## src/rtl/rr_mux8_if.sv

```systemverilog
// rr_mux8_if: bundle of the eight producer lanes and the shared output stream
// of the round-robin gather mux.
//   in_data   : packed lane data, lane k at [k*DATA_W +: DATA_W]
//   in_valid  : per-lane valid
//   in_ready  : per-lane ready (one-hot or zero)
//   out_data  : data of the current output beat
//   out_sel   : lane index of the current output beat
//   out_valid : output beat valid
//   out_ready : downstream accept
// slave  = the mux itself, master = producers plus downstream consumer.
interface rr_mux8_if #(
    parameter int DATA_W = 8
);
    logic [8*DATA_W-1:0] in_data;
    logic [7:0]          in_valid;
    logic [7:0]          in_ready;
    logic [DATA_W-1:0]   out_data;
    logic [2:0]          out_sel;
    logic                out_valid;
    logic                out_ready;

    modport master (
        output in_data, in_valid, out_ready,
        input  in_ready, out_data, out_sel, out_valid
    );

    modport slave (
        input  in_data, in_valid, out_ready,
        output in_ready, out_data, out_sel, out_valid
    );
endinterface

```

## src/rtl/rr_mux8.sv

```systemverilog
// rr_mux8: 8-to-1 round-robin gather mux with a registered output stage and
// an optional burst lock that lets one lane send up to BURST beats in a row.
//   clk   : rising-edge clock
//   rst_n : asynchronous active-low reset
//   bus   : rr_mux8_if.slave (lane inputs, in_ready, output stream)
module rr_mux8 #(
    parameter int DATA_W = 8,
    parameter int BURST  = 1
) (
    input logic      clk,
    input logic      rst_n,
    rr_mux8_if.slave bus
);
    typedef enum logic {EMPTY, FULL} state_t;

    state_t              state, state_nxt;
    logic [2:0]          last_grant;
    logic [3:0]          burst_cnt;
    logic [DATA_W-1:0]   data_q;
    logic [2:0]          sel_q;

    logic                load_en;
    logic                lock;
    logic                grant;
    logic [2:0]          scan_g;
    logic [2:0]          gnt;
    logic [DATA_W-1:0]   lane_data [8];

    always_comb begin
        for (int k = 0; k < 8; k++)
            lane_data[k] = bus.in_data[k*DATA_W +: DATA_W];
    end

    // The output register can take a new beat when it is empty or being drained.
    assign load_en = (state == EMPTY) || bus.out_ready;

    assign lock = (burst_cnt != 4'd0) && (burst_cnt < 4'(BURST)) &&
                  bus.in_valid[last_grant];

    // Walk offsets 8 down to 1 so the nearest valid lane after last_grant
    // wins; offset 8 wraps to last_grant itself, which regrants a lone lane.
    always_comb begin
        scan_g = last_grant;
        for (int i = 8; i >= 1; i--) begin
            if (bus.in_valid[last_grant + 3'(i)])
                scan_g = last_grant + 3'(i);
        end
    end

    assign gnt   = lock ? last_grant : scan_g;
    // Gated by rst_n so no producer sees ready while the block is held in reset.
    assign grant = rst_n && load_en && (|bus.in_valid);

    assign bus.in_ready  = grant ? (8'b1 << gnt) : 8'h00;
    assign bus.out_valid = (state == FULL);
    assign bus.out_data  = data_q;
    assign bus.out_sel   = sel_q;

    always_comb begin
        state_nxt = state;
        case (state)
            EMPTY:   if (grant) state_nxt = FULL;
            FULL:    if (load_en && !grant) state_nxt = EMPTY;
            default: state_nxt = EMPTY;
        endcase
    end

    always_ff @(posedge clk or negedge rst_n) begin
        if (!rst_n) begin
            state      <= EMPTY;
            data_q     <= '0;
            sel_q      <= 3'd0;
            last_grant <= 3'd7;
            burst_cnt  <= 4'd0;
        end else begin
            state <= state_nxt;
            if (grant) begin
                data_q     <= lane_data[gnt];
                sel_q      <= gnt;
                last_grant <= gnt;
                burst_cnt  <= lock ? burst_cnt + 4'd1 : 4'd1;
            end else if (load_en) begin
                // Output drains empty: data/sel keep their last values.
                burst_cnt <= 4'd0;
            end
        end
    end
endmodule
```

## src/flat_wrapper.sv

```systemverilog
// flat-port wrapper written by rule: the top's interface ports become plain ports
module rr_mux8_flat 
#(
    parameter int DATA_W = 8,
    parameter int BURST  = 1
)
  (clk, rst_n, bus_in_data, bus_in_valid, bus_out_ready, bus_in_ready, bus_out_data, bus_out_sel, bus_out_valid);
  rr_mux8_if #(.DATA_W(DATA_W)) bus_i ();
  input logic clk;
  input logic rst_n;
  input wire logic [$bits(bus_i.in_data)-1:0] bus_in_data;
  input wire logic [$bits(bus_i.in_valid)-1:0] bus_in_valid;
  input wire logic [$bits(bus_i.out_ready)-1:0] bus_out_ready;
  output wire logic [$bits(bus_i.in_ready)-1:0] bus_in_ready;
  output wire logic [$bits(bus_i.out_data)-1:0] bus_out_data;
  output wire logic [$bits(bus_i.out_sel)-1:0] bus_out_sel;
  output wire logic [$bits(bus_i.out_valid)-1:0] bus_out_valid;
  assign bus_i.in_data = bus_in_data;
  assign bus_i.in_valid = bus_in_valid;
  assign bus_i.out_ready = bus_out_ready;
  assign bus_in_ready = bus_i.in_ready;
  assign bus_out_data = bus_i.out_data;
  assign bus_out_sel = bus_i.out_sel;
  assign bus_out_valid = bus_i.out_valid;
  rr_mux8 #(.DATA_W(DATA_W), .BURST(BURST)) u_core (.clk(clk), .rst_n(rst_n), .bus(bus_i));
endmodule
```

## config.mk

```make
export PLATFORM = sky130hd
export DESIGN_NAME = rr_mux8_flat
export DESIGN_NICKNAME = d
export VERILOG_FILES = /design/src/rtl/rr_mux8_if.sv /design/src/rtl/rr_mux8.sv /design/src/flat_wrapper.sv
export SDC_FILE = /design/constraint.sdc
export NUM_CORES = 1
export LEC_CHECK = 0
export BUFFER_PORTS_ARGS = -buffer_cell sky130_fd_sc_hd__buf_2
export CORE_ASPECT_RATIO = 0.9
export CORE_UTILIZATION = 40
export CTS_CLUSTER_DIAMETER = 60
export CTS_CLUSTER_SIZE = 40
export DETAILED_ROUTE_END_ITERATION = 7
export PLACE_DENSITY = 0.71
export SLEW_MARGIN = 30
export SYNTH_ARGS = -nofsm -noshare
export SYNTH_HDL_FRONTEND = slang
export SYNTH_SLANG_ARGS = --single-unit
```

## constraint.sdc

```tcl
create_clock -name clk -period 11.71 [get_ports clk]
set_input_delay 2.342 -clock clk [delete_from_list [all_inputs] [get_ports clk]]
set_output_delay 2.342 -clock clk [all_outputs]
set_load 0.03 [all_outputs]
```

* Word-level counts from Yosys, hierarchy flattened *
Cells that the tools add are included.

word-level totals
  logic and storage cells = 70
  bits in latches = 0
  input port bits = 75
  register bits after elaboration = 19
  ROM bits = 0
  memory bits (writable) = 0
  memories kept = 0
  output and inout port bits = 20

operators by class
  multipliers = 0
  add/subtract/negate cells = 8
  bitwise operators = 2
  divide/modulo/power cells = 0
  multiplexer cells = 34
  shifts and indexed selects = 1
  $lt $le $gt $ge = 10
  eq/ne operators = 0
  reduce and logical (&&, ||, !) cells = 10

operators by type and width
  kind                                                        number
  less-than comparator 3 x 4 -> 1 bit, second input constant  8
  binary-select mux 1 bit (select 3 bit)                      8
  binary-select mux 8 bit (select 3 bit)                      1
  2-to-1 mux 3 bit                                            8
  2-to-1 mux 8 bit                                            3
  adder 3 bit, second input constant                          4
  2-to-1 mux 4 bit                                            3
  2-to-1 mux 1 bit                                            10
  OR reduction 8 bit                                          1
  << shifter 1 x 3 -> 8 bit, first input constant             1
  adder 3 x 2 -> 3 bit, second input constant                 2
  logical AND 1 bit                                           5
  adder 4 x 1 -> 4 bit, second input constant                 1
  greater-or-equal comparator 4 bit, second input constant    1
  less-than comparator 4 x 1 -> 1 bit, second input constant  1
  NOT 3 -> 4 bit                                              1
  nonzero test 4 bit                                          1
  adder 3 x 1 -> 3 bit, second input constant                 1
  one-hot mux 1 bit (2 select lines)                          1
  nonzero test 2 bit                                          1
  logical NOT 1 bit                                           1
  logical OR 1 bit                                            1
  NOT 1 bit                                                   1

* Depth between registers and ports, before layout *
  depth after elaboration = 15
  depth in mapped cells = 16
  mapped depth without buffers = 11

* Least setup slack after synthesis *
Ideal clock, no wire load.

  path kind = input port to output port
  start point = input port bus_in_valid[1]
  end point = output port bus_in_ready[5]
  setup slack = 4.559 ns
  path buffers = 1
  required time = 9.368 ns
  stages on the path = 9
  arrival = 4.809 ns
  cells stage by stage = mux4_2 -> a22oi_1 -> o211ai_1 -> a21oi_1 -> a211oi_1 -> a211o_2 -> or2_2 -> clkbuf_1 -> nor3_1

on the way
  word-level cells in the longest chain between the ends = 12
  elaborated cells on any way between the ends = 29
  classes of those cells = shift (1); mux (25); reduce/logical (3)

ends and longest elaborated chain
  what                                    RTL line            source
  start: declaration                      flat_wrapper.sv:12  input wire logic [$bits(bus_i.in_valid)-1:0] bus_in_valid;
  binary-select mux 1 bit (select 3 bit)  rr_mux8.sv:45       if (bus.in_valid[last_grant + 3'(i)])
  2-to-1 mux 1 bit (not written as such)  rr_mux8.sv:45
  2-to-1 mux 3 bit (7 in series)          rr_mux8.sv:45
  2-to-1 mux 3 bit                        rr_mux8.sv:50       assign gnt = lock ? last_grant : scan_g;
  << shifter 1 x 3 -> 8 bit               rr_mux8.sv:54       assign bus.in_ready = grant ? (8'b1 << gnt) : 8'h00;
  2-to-1 mux 8 bit *                      rr_mux8.sv:54
  end: declaration                        flat_wrapper.sv:14  output wire logic [$bits(bus_i.in_ready)-1:0] bus_in_ready;

Mark *: on every way between the ends. The rest lies on a longest branch, timed or not. The select of a mux whose other input is x is not followed.

* Final worst setup path *
Ends and elaborated chain as after synthesis.

==> summary.md <==
| Metric | Value |
|---|---|
| Routed wire per std cell | `13.6 µm` |
| CTS clk-pin slew, worst paths | `0.06 ns` |
| Worst Skew | `0.00135 ns` |
| Vias in the first global route | `1675` |
| Site Rows | `23` |
| Cell taking the most area after synthesis | `mux2i_1` |
| CTS tree | `built` |
| Starting Density | `43.0%` |
| Mapped cell area | `0.00197 mm²` |
| Slew Limit Fails | `0` |
| Initial antenna violation count | `0` |
| RSZ-0062 raised after global routing | `false` |
| Ys Warns | `0` |
| Final ANT Viol Nets | `0` |
| # setup viols final | `0` |
| Non-Filler Instances | `355` |
| Synth cell types | `42` |
| Die Wd | `75.9 µm` |
| Top cells by area, synth | `mux2i_1, dfrtp_1, mux4_2` |
| DR pass1 iterations | `4` |
| Rel. slew slack | `59.4%` |
| Via density | `5.30` |
| Layout area overhead | `25.5%` |
| Pin count of the biggest net entering global routing | `34` |
| EDFF count, synth | `0` |
| Post-CTS Repair Setup Buffers | `0` |
| Critical Path End Type | `primary output` |
| Die ar. | `0.00520 mm²` |
| Post-synthesis register bit count | `15` |
| Arr. time, crit path | `4.65 ns` |
| Async SR Flop Fraction | `100%` |
| Fin crit share | `59.7%` |
| Post-synth top area share | `19.4%` |
| HPWL after DPL | `3.95 mm` |
| Vias | `1881` |
| Root buffer cell | `clkbuf_8` |
| DRC | `0` |
| Post-CTS Resized | `0` |
| Min-Delay Path Class | `register to register` |
| Mapped Avg Cell Area | `9.40 µm²` |
| I/O pin total | `95` |
| Nets | `371` |
| Critical path class | `input port to primary output` |
| IO Port Bufs | `94` |
| WP data required | `9.37 ns` |
| Layout cells sized above 1 | `44.4%` |
| Max frequency | `143 MHz` |
| Hold_buf cts | `0` |
| Total clock sinks | `15` |
| TritonCTS buffer count | `3` |
| Clock Tree Buf Depth | `2` |
| CTS HTree Levels | `1` |
| CP startpoint kind | `input port` |
| Setup TNS | `0 ns` |
| Worst Path Max Fanout | `6` |
| Syn Nets | `286` |
| Die height | `68.5 µm` |
| Routed wire length | `4.83 mm` |
| Cell count after synthesis | `209` |
| Core Area | `0.00458 mm²` |
| Max cap viols | `0` |
| Worst skew pair latency | `0.24 ns` |
| Top_reg_cell synth | `dfrtp_1` |
| DR iter-0 viols | `158` |
| Commonest cells post-synth | `mux2i_1, nand2_1, nor2_1` |
| Hold Fails Final Rpt | `0` |
| Total track usage | `19.0%` |
| GR Overflow Total | `0` |
| Antenna Cells | `0` |
| Fin crit period | `6.99 ns` |
| DP Cell Count | `351` |
| Gp weighted congestion | `0.843` |
| Seq/Total Area, Yosys | `19.3%` |
| First-pass GRT wire length | `7.53 mm` |
| Hold_ws | `0.475 ns` |
| Most frequent cell after synthesis | `mux2i_1` |
| Status | `finished clean` |
| Worst Tran Pin Value | `0.608 ns` |
worst max-delay path: stages:
cell and delay (ns):
buf_2 0.13, mux4_2 0.52, a22oi_1 0.20, o211ai_1 0.11
a21oi_1 0.15, a211oi_1 0.06, a211o_2 0.38, or2_2 0.34
nor3_1 0.19, buf_2 0.22
layout by cell type (no fill, tap or decap), types with 2 or more instances in the layout:
master / n
a22o_1: 17
o21ai_0: 3
inv_1: 6
a211oi_1: 3
mux4_2: 8
mux2_4: 2
buf_4: 2
clkbuf_8: 3
mux2_2: 3
nand2_1: 25
buf_2: 94
mux2i_1: 38
nor3_1: 3
ha_1: 2
nor2b_1: 2
a22oi_1: 3
nand2b_1: 5
o31ai_2: 8
dfrtp_1: 12
xnor2_1: 2
mux2_1: 2
xor2_1: 2
nand3_1: 2
a21oi_1: 6
nor2_1: 19
nor4_1: 2
dfstp_2: 3
layer usage:
layer,vias up,part of all wire (%),GRT usage (%)
met2,69,48,31.1
met4,0,0.87,4.63
met1,853,46,26.1
met5,-,0,0
li1,953,-,-
met3,6,4.4,3.20
sequential cells by signal, indices dropped and copies added (netlist names):
name and count:
u_core.bus.out_data 8, u_core.bus.out_sel 3, u_core.bus.out_valid 1, u_core.last_grant 3
cell families after synthesis:
family                     Yosys count  synth area share, %
and+or+nand+nor                     62                 14.6
muxes                               53                 32.9
AOI/OAI and AO/OA                   49                 21.3
buffers and inverters               22                 6.94
DFF                                 15                 19.3
xor gates and xnor gates             6                 3.63
adders and majority gates            2                 1.27
area by class of cell:
class	instances	area [µm²]
Multi-Input combinational cell	172	1460
Inverter	6	22.5
Timing Repair Buffer	96	485
Clock buffer	4	45.0
Sequential cell	15	379
Tap cell	62	77.6
Fill cell	418	2110
final timing paths:
check | startpoint | endpoint | slack, ns | cells past startpoint
min | u_core.bus.out_sel[2]$_DFFE_PN0P_ | u_core.bus.out_sel[2]$_DFFE_PN0P_ | 0.47 | 2
min in group asynchronous | rst_n | u_core.bus.out_data[0]$_DFFE_PN0P_ | 1.99 | 1
max | bus_in_valid[1] | bus_in_ready[5] | 4.72 | 10
max reg2reg | u_core.last_grant[0]$_DFFE_PN1P_ | u_core.bus.out_data[4]$_DFFE_PN0P_ | 7.35 | 12
min reg2reg | u_core.bus.out_sel[2]$_DFFE_PN0P_ | u_core.bus.out_sel[2]$_DFFE_PN0P_ | 0.47 | 2
max in group asynchronous | rst_n | u_core.last_grant[0]$_DFFE_PN1P_ | 9.43 | 1
metrics by stage:
stage | instance area [µm²] | setup slack, ns | utilization [%]
final | 2470 | 4.72 | 53.9
after global routing | 2470 | 4.49 | 53.9
after CTS | 2470 | 4.72 | 53.9
after detailed placement | 2420 | 4.72 | 52.9
after global placement | 2420 | 4.76 | 52.9
after floorplan | 1970 | 4.56 | -
Power is left out: the tool's default activity adds up to more than one toggle a clock period on the data nets, which glitch-free logic cannot reach.
